**src/rtl/uart_pkg.sv**
```systemverilog
// Shared UART definitions: baud engine state encoding and standard divisors.
package uart_pkg;

  typedef enum logic [0:0] {
    IDLE = 1'b0,
    RUN  = 1'b1
  } baud_state_t;

  // Default oversample ratio (ticks per bit).
  localparam int DEF_OVERSAMPLE = 8;

  // Fractional divisor width used by the standard divisor constants.
  localparam int BAUD_FRAC_W = 4;

  // Divisors for a 100 MHz clock with 8x oversampling, FRAC_W = 4.
  localparam int DIV_9600_OS8_INT    = 1302;
  localparam int DIV_9600_OS8_FRAC   = 1;
  localparam int DIV_115200_OS8_INT  = 108;
  localparam int DIV_115200_OS8_FRAC = 8;

endpackage

```
**src/rtl/uart_frac_div.sv**
```systemverilog
// Fractional clock divider: counts each oversample period and stretches it
// by one cycle whenever the fractional accumulator carried on the last tick.
module uart_frac_div
  import uart_pkg::*;
#(
  parameter int DIV_W  = 16,
  parameter int FRAC_W = 4
) (
  input  logic              clk,
  input  logic              rst,
  input  logic              clr,
  input  logic              adv,
  input  logic [DIV_W-1:0]  div_int,
  input  logic [FRAC_W-1:0] div_frac,
  output logic              tick
);

  logic [DIV_W-1:0]  cnt_r;
  logic [FRAC_W-1:0] acc_r;
  logic              carry_r;
  logic [DIV_W-1:0]  eff_int_s;
  logic [DIV_W-1:0]  last_s;
  logic [FRAC_W:0]   sum_s;

  // Clamp the divisor, derive the terminal count and the next accumulator value.
  always_comb begin
    eff_int_s = (div_int < DIV_W'(2)) ? DIV_W'(2) : div_int;
    // eff_int_s >= 2, so subtracting first keeps the +carry inside DIV_W bits.
    last_s    = eff_int_s - DIV_W'(1) + DIV_W'(carry_r);
    sum_s     = {1'b0, acc_r} + {1'b0, div_frac};
    tick      = adv && (cnt_r == last_s);
  end

  // Period counter and fractional accumulator; clear restarts from phase zero.
  always_ff @(posedge clk or posedge rst) begin
    if (rst) begin
      cnt_r   <= '0;
      acc_r   <= '0;
      carry_r <= 1'b0;
    end else if (clr) begin
      cnt_r   <= '0;
      acc_r   <= '0;
      carry_r <= 1'b0;
    end else if (tick) begin
      cnt_r   <= '0;
      acc_r   <= sum_s[FRAC_W-1:0];
      carry_r <= sum_s[FRAC_W];
    end else begin
      cnt_r   <= cnt_r + DIV_W'(1);
    end
  end

endmodule

```
**src/rtl/uart_baud_engine.sv**
```systemverilog
// UART baud engine: programmable fractional divisor producing oversample,
// bit and mid-bit ticks, with shadowed divisor updates and phase resync.
module uart_baud_engine
  import uart_pkg::*;
#(
  parameter int OVERSAMPLE = DEF_OVERSAMPLE,
  parameter int DIV_W      = 16,
  parameter int FRAC_W     = 4,
  parameter int DEF_INT    = 1302,
  parameter int DEF_FRAC   = 0
) (
  input  logic                          clk,
  input  logic                          rst,
  input  logic                          en,
  input  logic                          resync,
  input  logic                          div_wr,
  input  logic [DIV_W-1:0]              div_int_in,
  input  logic [FRAC_W-1:0]             div_frac_in,
  output logic                          div_pending,
  output logic                          tick_os,
  output logic                          tick_1x,
  output logic                          tick_mid,
  output logic [$clog2(OVERSAMPLE)-1:0] phase
);

  localparam int PH_W = $clog2(OVERSAMPLE);

  baud_state_t       state_r;
  baud_state_t       state_s;
  logic              running_s;
  logic              clr_s;
  logic              adv_s;
  logic              tick_raw_s;
  logic              tick_1x_s;
  logic              tick_mid_s;
  logic              apply_s;
  logic [DIV_W-1:0]  act_int_r;
  logic [FRAC_W-1:0] act_frac_r;
  logic [DIV_W-1:0]  sh_int_r;
  logic [FRAC_W-1:0] sh_frac_r;
  logic [PH_W-1:0]   phase_r;

  // Run/idle state register.
  always_ff @(posedge clk or posedge rst) begin
    if (rst) begin
      state_r <= IDLE;
    end else begin
      state_r <= state_s;
    end
  end

  // Next state follows the enable in both directions.
  always_comb begin
    state_s = state_r;
    case (state_r)
      IDLE:    state_s = en ? RUN : IDLE;
      RUN:     state_s = en ? RUN : IDLE;
      default: state_s = IDLE;
    endcase
  end

  // Run qualification, tick decode and divisor apply condition.
  always_comb begin
    running_s  = (state_r == RUN) && en;
    clr_s      = !running_s || resync;
    adv_s      = !clr_s;
    tick_1x_s  = tick_raw_s && (phase_r == PH_W'(OVERSAMPLE - 1));
    tick_mid_s = tick_raw_s && (phase_r == PH_W'(OVERSAMPLE / 2 - 1));
    apply_s    = tick_1x_s || (state_r == IDLE) || resync;
  end

  uart_frac_div #(
    .DIV_W  (DIV_W),
    .FRAC_W (FRAC_W)
  ) u_frac_div (
    .clk      (clk),
    .rst      (rst),
    .clr      (clr_s),
    .adv      (adv_s),
    .div_int  (act_int_r),
    .div_frac (act_frac_r),
    .tick     (tick_raw_s)
  );

  // Shadow/active divisor pair: writes land in the shadow and move to the
  // active copy only on a bit boundary, while idle, or on resync.
  always_ff @(posedge clk or posedge rst) begin
    if (rst) begin
      act_int_r   <= DIV_W'(DEF_INT);
      act_frac_r  <= FRAC_W'(DEF_FRAC);
      sh_int_r    <= DIV_W'(DEF_INT);
      sh_frac_r   <= FRAC_W'(DEF_FRAC);
      div_pending <= 1'b0;
    end else begin
      if (apply_s) begin
        act_int_r  <= sh_int_r;
        act_frac_r <= sh_frac_r;
      end
      if (div_wr) begin
        sh_int_r    <= div_int_in;
        sh_frac_r   <= div_frac_in;
        div_pending <= 1'b1;
      end else if (apply_s) begin
        div_pending <= 1'b0;
      end
    end
  end

  // Phase counter and registered tick outputs; phase output lags by a cycle.
  always_ff @(posedge clk or posedge rst) begin
    if (rst) begin
      phase_r  <= '0;
      phase    <= '0;
      tick_os  <= 1'b0;
      tick_1x  <= 1'b0;
      tick_mid <= 1'b0;
    end else begin
      tick_os  <= tick_raw_s;
      tick_1x  <= tick_1x_s;
      tick_mid <= tick_mid_s;
      if (clr_s) begin
        phase_r <= '0;
        phase   <= '0;
      end else begin
        if (tick_raw_s) begin
          phase_r <= phase_r + PH_W'(1);
        end
        phase <= phase_r;
      end
    end
  end

endmodule

```
**config.mk**
```make
export PLATFORM = sky130hd
export DESIGN_NAME = uart_baud_engine
export DESIGN_NICKNAME = d
export VERILOG_FILES = /design/src/rtl/uart_pkg.sv /design/src/rtl/uart_frac_div.sv /design/src/rtl/uart_baud_engine.sv
export SDC_FILE = /design/constraint.sdc
export NUM_CORES = 1
export LEC_CHECK = 0
export ABC_AREA = 0
export CORE_MARGIN = 2
export CORE_UTILIZATION = 25
export DETAILED_ROUTE_END_ITERATION = 8
export GPL_TIMING_DRIVEN = 1
export PLACE_DENSITY_LB_ADDON = 0.12
export SLEW_MARGIN = 20
export SYNTH_ARGS = -nofsm -noshare
export SYNTH_HDL_FRONTEND = slang
export SYNTH_HIERARCHICAL = 1
export SYNTH_SLANG_ARGS = --single-unit
```
**constraint.sdc**
```tcl
create_clock -name clk -period 8.2 [get_ports clk]
set_clock_uncertainty 0.05 [all_clocks]
set_input_delay 1.23 -clock clk [delete_from_list [all_inputs] [get_ports clk]]
set_output_delay 1.23 -clock clk [all_outputs]
set_load 0.005 [all_outputs]
```
==> impl_metrics.tcl, run 1 <==
set metrics [dict create \
    rr_worst_depth 13 \
    cp_data_required_time_ps 8380 \
    drv_slew 0 \
    drt-total-wl_um 7970 \
    whs_endpoint "act_int_r[7]" \
    die_width_um 127 \
    num_vias 2425 \
    critPathKind "flip-flop to flip-flop" \
    layout-drive-gt1-share_pct 21.9 \
    clk_path_buf_depth 2 \
    grt_overflow 0 \
    seq_area_um2 1810 \
    syn2layout_area_growth_pct 20.0 \
    yosysMostFrequentCell "dfrtp_1" \
    grt_max_degree 52 \
    syn_area_per_cell_um2 11.9 \
    core_um2 14600 \
    drtIter0Drc 104 \
    cp_slowest_cell "nor3_1" \
    drc 0 \
    die_h_um 127 \
    synth_edf_count 0 \
    rows 44 \
    arrival_ps 5130 \
    grt_pass1_vias 2594 \
    worst_pin_slew_ps 1020 \
    path_clk_slew_ps 50 \
    yosysWarnings 6 \
    max_cap_viol_count 0 \
    startpoint_type "flip-flop" \
    cts-buffers-inserted 9 \
    antenna_found_initial 0 \
    max_stage_delay_ps 850 \
    hpwl_um 5740 \
    clock_sinks 72 \
    routabilityCongestion 0.773 \
    netlist_top_cells_area "dfrtp_1, mux2_4, dfstp_2, mux2_2, xor2_1" \
    pin_count 32 \
    ys_types 55 \
    grt_pass1_wl_um 13600 \
    min_path_type "flip-flop to flip-flop" \
    end_kind "flip-flop" \
    avgViaCountPerCell 4.53 \
    rrSetupSlack_ps 3250 \
    crit_family "simple AND/OR/NAND/NOR gates" \
    yosysTopAreaCellShare_pct 41.3 \
    p_leak_nw 1.92 \
    fin_setup_tns_ps 0 \
    tritoncts "built" \
    diodes 0 \
    hold_violations 0 \
    post_drt_wl_per_cell_um 14.9 \
    grt_setup_unrepaired "no" \
    drt-pass1-iter-count 5 \
    powerDensity_nw_per_um2 205 \
    initial_core_util_pct 25.8 \
    fin_crit_sh_pct 60.4 \
    cp_max_fo 20 \
    cts_root_buffer "clkbuf_16" \
    dieArea_um2 16000 \
    yosysTopAreaCell "dfrtp_1" \
    holdCritStartpoint "sh_int_r[7]" \
    reg2reg_from "act_int_r[11]" \
    ys_ff_latch 72 \
    path_common_cell "nand2_4" \
    multi_input_area_um2 1820 \
    ys.flop_type "dfrtp_1" \
    final-setup-viol-count 0 \
    whs_path_depth 1 \
    run_status "complete, no violations" \
    relSlewSlack_pct 31.8 \
    async_flop_share_pct 100 \
    cts.htree.levels 3 \
    peakVddDrop_mv 0.0738 \
    synth_nets 353 \
    cp_cell_sequence "nor4_1, and4_1, a21oi_1, ha_1, o21ba_2, a221oi_1, a41oi_1, a311o_1, or4_4, nor3_1, nand2_4, nand2_4, mux2_4" \
    critPathBufInv 0 \
    crit_path_start "act_int_r[11]" \
    period_minus_slack_ps 4950 \
    grt_util_all_layers_pct 11.0 \
    fmax_ghz 0.202 \
    fin_nets 382 \
    synthesis.area_um2 3760 \
    hold_buffers 0 \
    cp.depth 13 \
    syn-instance-count 317 \
    numPortBuffers 31 \
    ys_seq_area_share_pct 48.2 \
    clock_latency_ps 350 \
    post_cts_buffers 0 \
    synth_common_cells "dfrtp_1, nor2_1, mux2_2, mux2_4, xor2_1" \
    fin_hold_ws_ps 455 \
    antenna_left 0 \
    num-fill-cells 1485 \
    ctsResizeCount 0 \
    r2r_end "act_int_r[11]" \
]
## worst max path at each step
stage / endpoint / slack [ps]
floorplan: act_frac_r[0] / 4060
global placement: act_int_r[13] / 3220
detailed placement: act_int_r[0] / 3210
CTS: act_frac_r[2] / 3170
global route: act_int_r[9] / 2850
finish: act_int_r[11] / 3250
## metal layers
| metal | wire length, um | share of wire [%] | global-route usage, % |
|---|---|---|---|
| met5 | 0 | 0 | 0 |
| met1 | 4050 | 51 | 14.8 |
| met2 | 3400 | 43 | 15.9 |
| met3 | 290 | 3.6 | 3.04 |
| met4 | 231 | 2.9 | 6.27 |
## report_power, final
part	leakage (nW)	internal, mW	switching, mW
logic	0.874	0.0627	0.0486
registers	0.898	0.384	0.0271
clock network	0.146	0.252	0.149
total	1.92	0.698	0.225
## area by class of cell
type                       instances  share of cell area (%)
clock buffer                      13                    5.77
inverter                           8                   0.666
clock inverter                     3                   0.943
sequential                        72                    40.2
tap                              184                    5.10
multi-input combinational        223                    40.3
timing repair buffer              32                    7.04
## registers in the layout, indices dropped and copies added (netlist names)
register	count
tick_os	1
u_frac_div/cnt_r	16
phase	3
tick_mid	1
act_frac_r	4
div_pending	1
sh_frac_r	4
sh_int_r	16
u_frac_div/carry_r	1
u_frac_div/acc_r	4
tick_1x	1
phase_r	3
act_int_r	16
state_r	1
## through the flow
stage | power [mW] | area (um^2) | util [%] | cells | setup slack, ps
2_1_floorplan | 0.495 | 3760 | - | 317 | 4060
3_3_place_gp | 0.531 | 4210 | 28.9 | 519 | 3220
3_5_place_dp | 0.531 | 4210 | 28.9 | 519 | 3210
4_1_cts | 0.942 | 4510 | 30.9 | 535 | 3170
5_1_grt | 0.969 | 4510 | 30.9 | 535 | 2850
6_report | 0.923 | 4510 | 30.9 | 535 | 3250
## logic make-up after synthesis
kind of cell             count (synthesis)  synth area share (%)
AND/OR/NAND/NOR                        100                  14.5
buffers and inverters                   22                  3.46
multiplexers                            43                  14.8
flip-flops                              72                  48.2
adder cells (fa/ha/maj)                 11                  3.86
AO/OA/AOI/OAI                           36                  7.48
XOR/XNOR                                33                  7.68
## cells in the final DEF, fill, tap and decap left out, drive strengths merged, types with 5 or more instances in the layout
cell / count
a21oi: 7
and3: 7
clkbuf: 13
clkdlybuf4s50: 31
dfrtp: 62
dfstp: 10
ha: 10
inv: 8
mux2: 40
nand2: 12
nand3: 12
nor2: 35
nor3: 8
o21a: 5
xnor2: 14
xor2: 19
No activity file was read; power rests on OpenSTA's default activity.
==> inputs of run 2 (changes only) <==
==> constraint.sdc (replaced) <==
create_clock -name clk -period 4.25 [get_ports clk]
set_clock_uncertainty 0.05 [all_clocks]
set_input_delay 0.6375 -clock clk [delete_from_list [all_inputs] [get_ports clk]]
set_output_delay 0.6375 -clock clk [all_outputs]
set_load 0.005 [all_outputs]
==> run 2 against run 1 <==
Via count increased by 2.1%. Register-to-register slack got worse by 3100 ps. Cell count increased by 2.6%. Critical path type unchanged. Non-clock buffer count increased by 13. Sequential share of layout area decreased by 1.4 points. Worst hold slack about the same. Wire length increased by 2.7%. Largest power group is now clock. Critical endpoint is now act_int_r[3]. Global-route usage decreased by 0.45 points. Clock power increased by 100%.
==> impl_metrics.tcl, run 2 (synthesis gave the netlist of run 1 again) <==
set metrics [dict create \
    arrival_ps 4230 \
    core_um2 14600 \
    rows 44 \
    max_stage_delay_ps 450 \
    cts.htree.levels 3 \
    max_cap_viol_count 0 \
    grt_max_degree 36 \
    num_vias 2476 \
    drv_slew 0 \
    run_status "complete, no violations" \
    fin_crit_sh_pct 95.6 \
    drt-total-wl_um 8190 \
    cp_data_required_time_ps 4410 \
    num-fill-cells 1480 \
    p_leak_nw 2.00 \
    period_minus_slack_ps 4060 \
    peakVddDrop_mv 0.191 \
    routabilityCongestion 0.773 \
    diodes 0 \
    dieArea_um2 16000 \
    final_cell_mix "dfrtp_1, nor2_1, clkdlybuf4s50_1" \
    end_kind "flip-flop" \
    grt_pass1_wl_um 13300 \
    p_clk_share_pct 44.0 \
    post_cts_buffers 0 \
    tritoncts "built" \
    pin_count 32 \
    syn2layout_area_growth_pct 24.2 \
    relSlewSlack_pct 34.5 \
    cts-buffers-inserted 9 \
    clock_latency_ps 330 \
    fin_nets 396 \
    numPortBuffers 31 \
    grt_pass1_vias 2501 \
    antenna_left 0 \
    post-place-ws_ps -64.0 \
    multi_input_area_um2 1860 \
    swShare_pct 24.3 \
    drtIter0Drc 116 \
    p_int_mw 1.39 \
    postPlaceCellArea_um2 4310 \
    power.switching_mw 0.446 \
    powerDensity_nw_per_um2 393 \
    cts_root_buffer "clkbuf_16" \
    critPathBufInv 2 \
    grt_util_all_layers_pct 10.6 \
    crit_family "simple AND/OR/NAND/NOR gates" \
    drt-pass1-iter-count 4 \
    hold_violations 0 \
    fmax_ghz 0.246 \
    cp_slowest_cell "or3_1" \
    antenna_found_initial 0 \
    layout-drive-gt1-share_pct 26.3 \
    critPathKind "flip-flop to flip-flop" \
    cp_cell_sequence "nor4_1, buf_4, nand4_1, o21ai_1, ha_1, or3b_4, or3_1, a2bb2oi_1, a311o_1, o21ai_1, nor3_2, buf_4, nand2_4, nand2_8, mux2_4" \
    seq_power_share_pct 42.7 \
    hold_buffers 0 \
    seq_area_um2 1810 \
    startpoint_type "flip-flop" \
    die_width_um 127 \
    initial_core_util_pct 25.8 \
    clk_path_buf_depth 2 \
    final-setup-viol-count 0 \
    top_regs "act_int_r x16, sh_int_r x16, u_frac_div/cnt_r x16" \
    hpwl_um 5840 \
    post_drt_wl_per_cell_um 14.9 \
    pwr-share-comb_pct 13.3 \
    setup_ws_ps 186 \
    grt_overflow 0 \
    path_clk_slew_ps 60 \
    final_common_cell "dfrtp_1" \
    die_h_um 127 \
    stdcell_area_um2 4670 \
    clock_sinks 72 \
    cp_max_fo 10 \
    avgViaCountPerCell 4.51 \
    drc 0 \
    min_path_type "flip-flop to flip-flop" \
    worst_pin_slew_ps 980 \
]
-- run 2: cell count changes in the layout (fill, tap and decap cells not counted), sizes merged --
| cell | delta |
|---|---|
| buf | +13 |
| inv | +1 |
| nand2 | +1 |
| bufinv | +1 |
| clkbuf | -4 |
| clkinv | +2 |
-- run 2: repair_timing --
item | in CTS | in global routing
pin swaps | 0 | 0
gates cloned | 0 | 1
resized for setup | 1 | 5
endpoints found under the setup margin | 20 | 20
-- run 2: per-stage QoR --
step | TNS [ps] | cells | hold WS (ps) | total power, mW | utilization [%]
2_1_floorplan | 0 | 317 | 425 | 0.955 | -
3_3_place_gp | 0 | 532 | 436 | 1.04 | 29.5
3_5_place_dp | -1020 | 532 | 442 | 1.04 | 29.5
4_1_cts | 0 | 548 | 455 | 1.86 | 31.8
5_1_grt | -5.21 | 549 | 471 | 1.93 | 32.0
6_report | 0 | 549 | 455 | 1.84 | 32.0
-- run 2: power by group through the flow --
stage | combinational, mW | sequential, mW | clock [mW]
detailed placement | 0.242 | 0.797 | 0
global route | 0.270 | 0.791 | 0.869
floorplan | 0.171 | 0.784 | 0
global placement | 0.241 | 0.797 | 0
finish | 0.244 | 0.784 | 0.808
CTS | 0.244 | 0.785 | 0.835
-- run 2: cell type report --
type	count	share of cell area, %
multi-input cells	224	39.8
flip-flops and latches	72	38.9
repair buffers	45	8.90
well taps	184	4.93
clock buffers	9	4.82
clock inverters	7	2.04
inverters	8	0.643
-- run 2: routing by layer --
| layer | global-route usage (%) | vias up | share of wire, % | routed length, um |
|---|---|---|---|---|
| met2 | 16.0 | 29 | 47 | 3820 |
| li1 | - | 1211 | - | - |
| met5 | 0 | - | 0 | 0 |
| met1 | 14.6 | 1229 | 49 | 4030 |
| met3 | 2.40 | 7 | 2.7 | 221 |
| met4 | 4.27 | 0 | 1.4 | 114 |
-- run 2: path summary, 6_finish.rpt --
check,cells after the start,end,slack [ps],startpoint
max,15,act_int_r[3],190,act_int_r[11]
min,1,act_int_r[15],460,sh_int_r[15]
max reg2reg,15,act_int_r[3],190,act_int_r[11]
min reg2reg,1,act_int_r[15],460,sh_int_r[15]
max in group asynchronous,3,act_int_r[1],2630,rst
min in group asynchronous,2,div_pending,750,rst
==> inputs of run 3 (changes only) <==
--- a/config.mk
+++ b/config.mk
@@ -11,7 +11,6 @@
 export DETAILED_ROUTE_END_ITERATION = 8
 export GPL_TIMING_DRIVEN = 1
 export PLACE_DENSITY_LB_ADDON = 0.12
-export SLEW_MARGIN = 20
 export SYNTH_ARGS = -nofsm -noshare
 export SYNTH_HDL_FRONTEND = slang
 export SYNTH_HIERARCHICAL = 1
==> results of run 3 <==
The final DEF is identical to that of run 2; final timing and power are the same.
